[src/rtl/flippy_pkg.sv]
// Shared constants for the Flippy player input path.
// Debounce depth, button count, switch width, button indices.
package flippy_pkg;

  localparam int DEBOUNCE_CYCLES = 500000;
  localparam int NUM_BUTTONS     = 3;
  localparam int SW_WIDTH        = 8;

  localparam int BTN_DROP  = 0;
  localparam int BTN_MOVE  = 1;
  localparam int BTN_RESET = 2;

endpackage

[src/rtl/debounce_bit.sv]
// One push button: 2-FF sync, invert, debounce, press/release strobes.
// Ports: clock, reset_n, raw_n (active-low pin), level, press, unpress.
module debounce_bit
  import flippy_pkg::*;
#(
  parameter int DEBOUNCE_CYCLES = flippy_pkg::DEBOUNCE_CYCLES
) (
  input  logic clock,
  input  logic reset_n,
  input  logic raw_n,
  output logic level,
  output logic press,
  output logic unpress
);

  localparam int CW = $clog2(DEBOUNCE_CYCLES);

  logic [1:0]    sync_q;
  logic [CW-1:0] cnt;
  logic          pressed;

  assign pressed = ~sync_q[1];

  always_ff @(posedge clock or negedge reset_n) begin
    if (!reset_n) begin
      sync_q  <= 2'b11;
      cnt     <= '0;
      level   <= 1'b0;
      press   <= 1'b0;
      unpress <= 1'b0;
    end else begin
      sync_q  <= {sync_q[0], raw_n};
      press   <= 1'b0;
      unpress <= 1'b0;
      if (pressed == level) begin
        cnt <= '0;
      end else if (cnt == CW'(DEBOUNCE_CYCLES - 1)) begin
        level   <= pressed;
        cnt     <= '0;
        press   <= pressed;
        unpress <= ~pressed;
      end else begin
        cnt <= cnt + CW'(1);
      end
    end
  end

endmodule

[src/rtl/player_input_conditioner.sv]
// Raw DE0 buttons/switches -> clean synchronous player events.
// Ports: clock, reset_n, button_raw, sw_raw -> button_level/press/release, sw_stable, sw_changed.
module player_input_conditioner
  import flippy_pkg::*;
#(
  parameter int DEBOUNCE_CYCLES = flippy_pkg::DEBOUNCE_CYCLES,
  parameter int NUM_BUTTONS     = flippy_pkg::NUM_BUTTONS,
  parameter int SW_WIDTH        = flippy_pkg::SW_WIDTH
) (
  input  logic                   clock,
  input  logic                   reset_n,
  input  logic [NUM_BUTTONS-1:0] button_raw,
  input  logic [SW_WIDTH-1:0]    sw_raw,
  output logic [NUM_BUTTONS-1:0] button_level,
  output logic [NUM_BUTTONS-1:0] button_press,
  output logic [NUM_BUTTONS-1:0] button_release,
  output logic [SW_WIDTH-1:0]    sw_stable,
  output logic                   sw_changed
);

  localparam int CW = $clog2(DEBOUNCE_CYCLES);

  for (genvar i = 0; i < NUM_BUTTONS; i++) begin : g_btn
    debounce_bit #(
      .DEBOUNCE_CYCLES(DEBOUNCE_CYCLES)
    ) u_db (
      .clock  (clock),
      .reset_n(reset_n),
      .raw_n  (button_raw[i]),
      .level  (button_level[i]),
      .press  (button_press[i]),
      .unpress(button_release[i])
    );
  end

  logic [SW_WIDTH-1:0] sw_s1;
  logic [SW_WIDTH-1:0] sw_sync;
  logic [SW_WIDTH-1:0] cand;
  logic [CW-1:0]       sw_cnt;

  // Loading a new candidate counts as its first stable cycle, so the
  // word path has the same latency as a button. Candidate follows
  // sw_stable while idle so any departure always reloads.
  always_ff @(posedge clock or negedge reset_n) begin
    if (!reset_n) begin
      sw_s1      <= '0;
      sw_sync    <= '0;
      cand       <= '0;
      sw_cnt     <= '0;
      sw_stable  <= '0;
      sw_changed <= 1'b0;
    end else begin
      sw_s1      <= sw_raw;
      sw_sync    <= sw_s1;
      sw_changed <= 1'b0;
      if (sw_sync == sw_stable) begin
        cand   <= sw_stable;
        sw_cnt <= '0;
      end else if (sw_sync != cand) begin
        cand   <= sw_sync;
        sw_cnt <= CW'(1);
      end else if (sw_cnt == CW'(DEBOUNCE_CYCLES - 1)) begin
        sw_stable  <= cand;
        sw_cnt     <= '0;
        sw_changed <= 1'b1;
      end else begin
        sw_cnt <= sw_cnt + CW'(1);
      end
    end
  end

endmodule

[config.mk]
export PLATFORM = sky130hd
export DESIGN_NAME = player_input_conditioner
export DESIGN_NICKNAME = d
export VERILOG_FILES = /design/src/rtl/flippy_pkg.sv /design/src/rtl/debounce_bit.sv /design/src/rtl/player_input_conditioner.sv
export SDC_FILE = /design/constraint.sdc
export NUM_CORES = 1
export LEC_CHECK = 0
export CORE_MARGIN = 3
export CORE_UTILIZATION = 40
export DETAILED_ROUTE_END_ITERATION = 6
export SYNTH_ARGS = -nofsm -noshare
export SYNTH_HDL_FRONTEND = slang
export SYNTH_SLANG_ARGS = --single-unit
export TNS_END_PERCENT = 20
[constraint.sdc]
create_clock -name clock -period 2.34 [get_ports clock]
set_clock_uncertainty 0.15 [all_clocks]
set_input_delay 0.702 -clock clock [delete_from_list [all_inputs] [get_ports clock]]
set_output_delay 0.702 -clock clock [all_outputs]
set_load 0.02 [all_outputs]
==> PnR_summary.wiki <==
{| class="wikitable"
! Metric !! Value
|-
| Syn Inst Count || 487
|-
| Placed cells || 682
|-
| CP max FO || 3
|-
| All-Layer GR Usage || 14.0%
|-
| Number of warnings printed during yosys synthesis || 0
|-
| Most common flop cell mapped by yosys || sky130_fd_sc_hd__dfrtp_1
|-
| Async set-or-reset flop fraction in the synthesized netlist || 100%
|-
| Kind of end point of the critical path || output pin
|-
| Fill cell total of the finished layout || 1224
|-
| Worst IR drop on VDD || 0.000457 V
|-
| Total number of H-tree levels || 4
|-
| Clock latency on the worst-skew pair || 0.41 ns
|-
| Flip-flop and latch count after synthesis || 124
|-
| Post-Route WL || 9280 um
|-
| Full die area || 15200 um2
|-
| Leading cell type by number of instances after synthesis || sky130_fd_sc_hd__dfrtp_1
|-
| Mean post-synth cell area || 11.3 um2
|-
| Total leakage power || 2.93 nW
|-
| Data arrival, critical path || 1.43 ns
|-
| Number of nets in the finished design || 542
|-
| CTS root buf || sky130_fd_sc_hd__clkbuf_16
|-
| Vias || 3379
|-
| Critical path, cell by cell || clkdlybuf4s50_1
|-
| Category of cells accounting for the largest share of critical-path delay || buffers and inverters
|-
| First-pass GRT wire length || 16600 um
|-
| Global-route congestion overflow total || 0
|-
| Number of max-capacitance violations reported || 0
|-
| Ratio of cells with drive above 1 in the final layout || 13.9%
|-
| Total number of placement rows || 42
|-
| Final-report hold violation count || 0
|-
| Clock slew at the register clock pins of the worst setup and hold paths || 0.05 ns
|-
| Class of the tightest hold or removal check || in -> async
|-
| Synth-to-layout area growth || 19.7%
|-
| Aggregate negative setup slack || 0 ns
|-
| Portion of the post-synthesis area used by sequential elements || 56.4%
|-
| Buffers from clock root to sink, at most || 2
|-
| Detail Route Antenna Nets || 0
|-
| Via density per instance || 4.73
|-
| Setup violators final || 0
|-
| Die Span X || 123 um
|-
| Setup repair after global routing missed its margin || false
|-
| Post-synthesis instance area || 5510 um2
|-
| Worst Path Class, Setup || reg -> out
|-
| First-pass detailed-route iteration total || 4
|-
| Pin count of the biggest net entering global routing || 34
|-
| Sort of element at the start of the critical path || register
|-
| GP Congestion || 0.781
|-
| Max-slew violation total from the final report || 0
|-
| Detail-routed net length per standard cell || 13.0 um
|-
| Worst-margin pin slew || 0.487 ns
|-
| Cell types with the highest counts after synthesis || sky130_fd_sc_hd__dfrtp_1, sky130_fd_sc_hd__nor2_1, sky130_fd_sc_hd__xor2_1
|-
| Height of the chip || 123 um
|-
| CTS tree || built
|-
| Post-synth EDFFs || 0
|-
| Count of different cell masters after synthesis || 41
|-
| Fmax || 438 MHz
|-
| WP buf/inv || 1
|-
| Placed wire-length estimate after detailed placement || 6270 um
|-
| PwrDens || 751 nW/um2
|-
| Post-route insts no fill || 714
|-
| Nets in the synthesized netlist || 504
|-
| Headroom to the max-slew limit || 67.5%
|-
| Total clock buffers created by CTS || 17
|-
| Placeable core area || 13300 um2
|-
| Run status || finished, final reports clean
|-
| Fraction of synthesized cell area taken by the top area cell type || 53.6%
|-
| Period Utilization, post-route || 97.5%
|-
| Count of input and output buffers || 30
|-
| Dominant cell type by area after synthesis || sky130_fd_sc_hd__dfrtp_1
|-
| DRC Markers || 0
|-
| Initial standard-cell utilization of the core || 41.3%
|-
| ANT cells || 0
|-
| Clock net sink count || 124
|-
| Required arrival time at the worst endpoint || 1.49 ns
|-
| Initial antenna violation count || 0
|-
| Biggest area contributors in the synthesized netlist || sky130_fd_sc_hd__dfrtp_1, sky130_fd_sc_hd__xor2_1, sky130_fd_sc_hd__nor2_1, sky130_fd_sc_hd__xnor2_1, sky130_fd_sc_hd__dfstp_2
|-
| Vias in the first global route || 3534
|-
| Final critical delay including setup and external delays || 2.28 ns
|-
| Worst stage delay on the critical path || 0.62 ns
|-
| Number of primary I/O pins || 31
|-
| Violation count after the first detailed-route iteration || 194
|-
| Cell with the largest stage delay on the worst path || sky130_fd_sc_hd__clkdlybuf4s50_1
|}
## worst reg2reg max path, stage by stage, from the launching register on
cell	delay, ns
sky130_fd_sc_hd__dfrtp_1	0.43
sky130_fd_sc_hd__nor4_1	0.29
sky130_fd_sc_hd__nand4_1	0.16
sky130_fd_sc_hd__nor3_1	0.35
sky130_fd_sc_hd__nand2b_1	0.13
sky130_fd_sc_hd__buf_4	0.18
sky130_fd_sc_hd__mux2_4	0.30
## final timing paths
kind | from | to | slack, ns | depth (start not counted)
min | reset_n | sw_cnt[9]$_DFF_PN0_ | 0.11 | 1
max in group asynchronous | reset_n | g_btn[2].u_db.unpress$_DFF_PN0_ | 1.32 | 2
min reg2reg | sw_s1[5]$_DFF_PN0_ | sw_sync[5]$_DFF_PN0_ | 0.20 | 0
max reg2reg | sw_cnt[12]$_DFF_PN0_ | sw_stable[5]$_DFFE_PN0P_ | 0.25 | 6
max | sw_stable[2]$_DFFE_PN0P_ | sw_stable[2] | 0.06 | 1
min in group clock | sw_s1[5]$_DFF_PN0_ | sw_sync[5]$_DFF_PN0_ | 0.20 | 0
## power by group
group | internal (W) | leakage [nW] | switching, W
Sequential | 0.00219 | 1.64 | 0.0000318
Clock | 0.00170 | 0.290 | 0.000878
Combinational | 0.0000582 | 0.997 | 0.0000904
Total | 0.00395 | 2.93 | 0.00100
## placed cells by master (no fill, tap or decap), types with 4 or more instances in the layout
cell type / netlist / layout
sky130_fd_sc_hd__dfstp_2: 6 / 6
sky130_fd_sc_hd__nor3_1: 11 / 11
sky130_fd_sc_hd__dfrtp_1: 118 / 118
sky130_fd_sc_hd__buf_4: 13 / 12
sky130_fd_sc_hd__clkdlybuf4s50_1: 0 / 21
sky130_fd_sc_hd__nand2_1: 29 / 29
sky130_fd_sc_hd__inv_1: 9 / 9
sky130_fd_sc_hd__nor2_1: 84 / 84
sky130_fd_sc_hd__and3_1: 15 / 15
sky130_fd_sc_hd__ha_1: 4 / 4
sky130_fd_sc_hd__clkbuf_1: 7 / 4
sky130_fd_sc_hd__xor2_1: 54 / 54
sky130_fd_sc_hd__nor2_4: 9 / 9
sky130_fd_sc_hd__clkbuf_16: 0 / 17
sky130_fd_sc_hd__dlymetal6s2s_1: 0 / 7
sky130_fd_sc_hd__xnor2_1: 33 / 33
sky130_fd_sc_hd__and4_1: 5 / 5
sky130_fd_sc_hd__mux2_4: 8 / 8
sky130_fd_sc_hd__nand3_1: 27 / 27
sky130_fd_sc_hd__nand4_1: 19 / 19
sky130_fd_sc_hd__nor4_1: 4 / 4
sky130_fd_sc_hd__clkbuf_8: 0 / 5
## routing by layer
metal | GRT usage [%] | wire length, um | up-vias
li1 | - | - | 1674
met1 | 18.2 | 4400 | 1662
met2 | 21.8 | 4460 | 33
met3 | 4.62 | 291 | 10
met4 | 5.67 | 132 | 0
met5 | 0 | 0 | -
## per-stage QoR
step	total power (W)	setup slack, ns	hold WS (ns)	util, %	area (um2)
2_1_floorplan	0.00233	0.452	0.181	-	5510
3_3_place_gp	0.00241	0.288	0.184	44.9	5990
3_5_place_dp	0.00241	0.279	0.185	44.9	5990
4_1_cts	0.00502	0.000301	0.117	49.3	6580
5_1_grt	0.00515	0.00266	0.136	49.4	6600
6_report	0.00495	0.0593	0.109	49.4	6600
## cells by family after synthesis
logic type | synth area share (%)
and+or+nand+nor | 21.9
AOI/OAI and AO/OA | 0.477
xor gates and xnor gates | 13.8
buffers and inverters | 3.93
muxes | 2.54
adders and majority gates | 0.908
DFF | 56.4
## repair_timing
| action | CTS | global route |
|---|---|---|
| cloned | 0 | 0 |
| resized for setup | 1 | 7 |
| endpoints found under the setup margin | 1 | 7 |
| hold buffers | 0 | 0 |
| buffers inserted | 0 | 0 |
## state kept, by name, summed over array words and instances, names as in the netlist
register	count
g_btn.u_db.cnt	57
sw_cnt	19
cand	8
sw_s1	8
sw_stable	8
sw_sync	8
g_btn.u_db.sync_q	6
g_btn.u_db.level	3
g_btn.u_db.press	3
g_btn.u_db.unpress	3
sw_changed	1
## cell type report
class / instances / area [um2] / area share [%]
Multi-Input combinational cell: 329 / 2190 / 33.1
Timing Repair Buffer: 44 / 457 / 6.92
Sequential cell: 124 / 3110 / 47.1
Inverter: 9 / 33.8 / 0.512
Clock buffer: 26 / 509 / 7.72
Tap cell: 176 / 220 / 3.34
Clock inverter: 6 / 82.6 / 1.25
(Power assumes the default switching activity.)
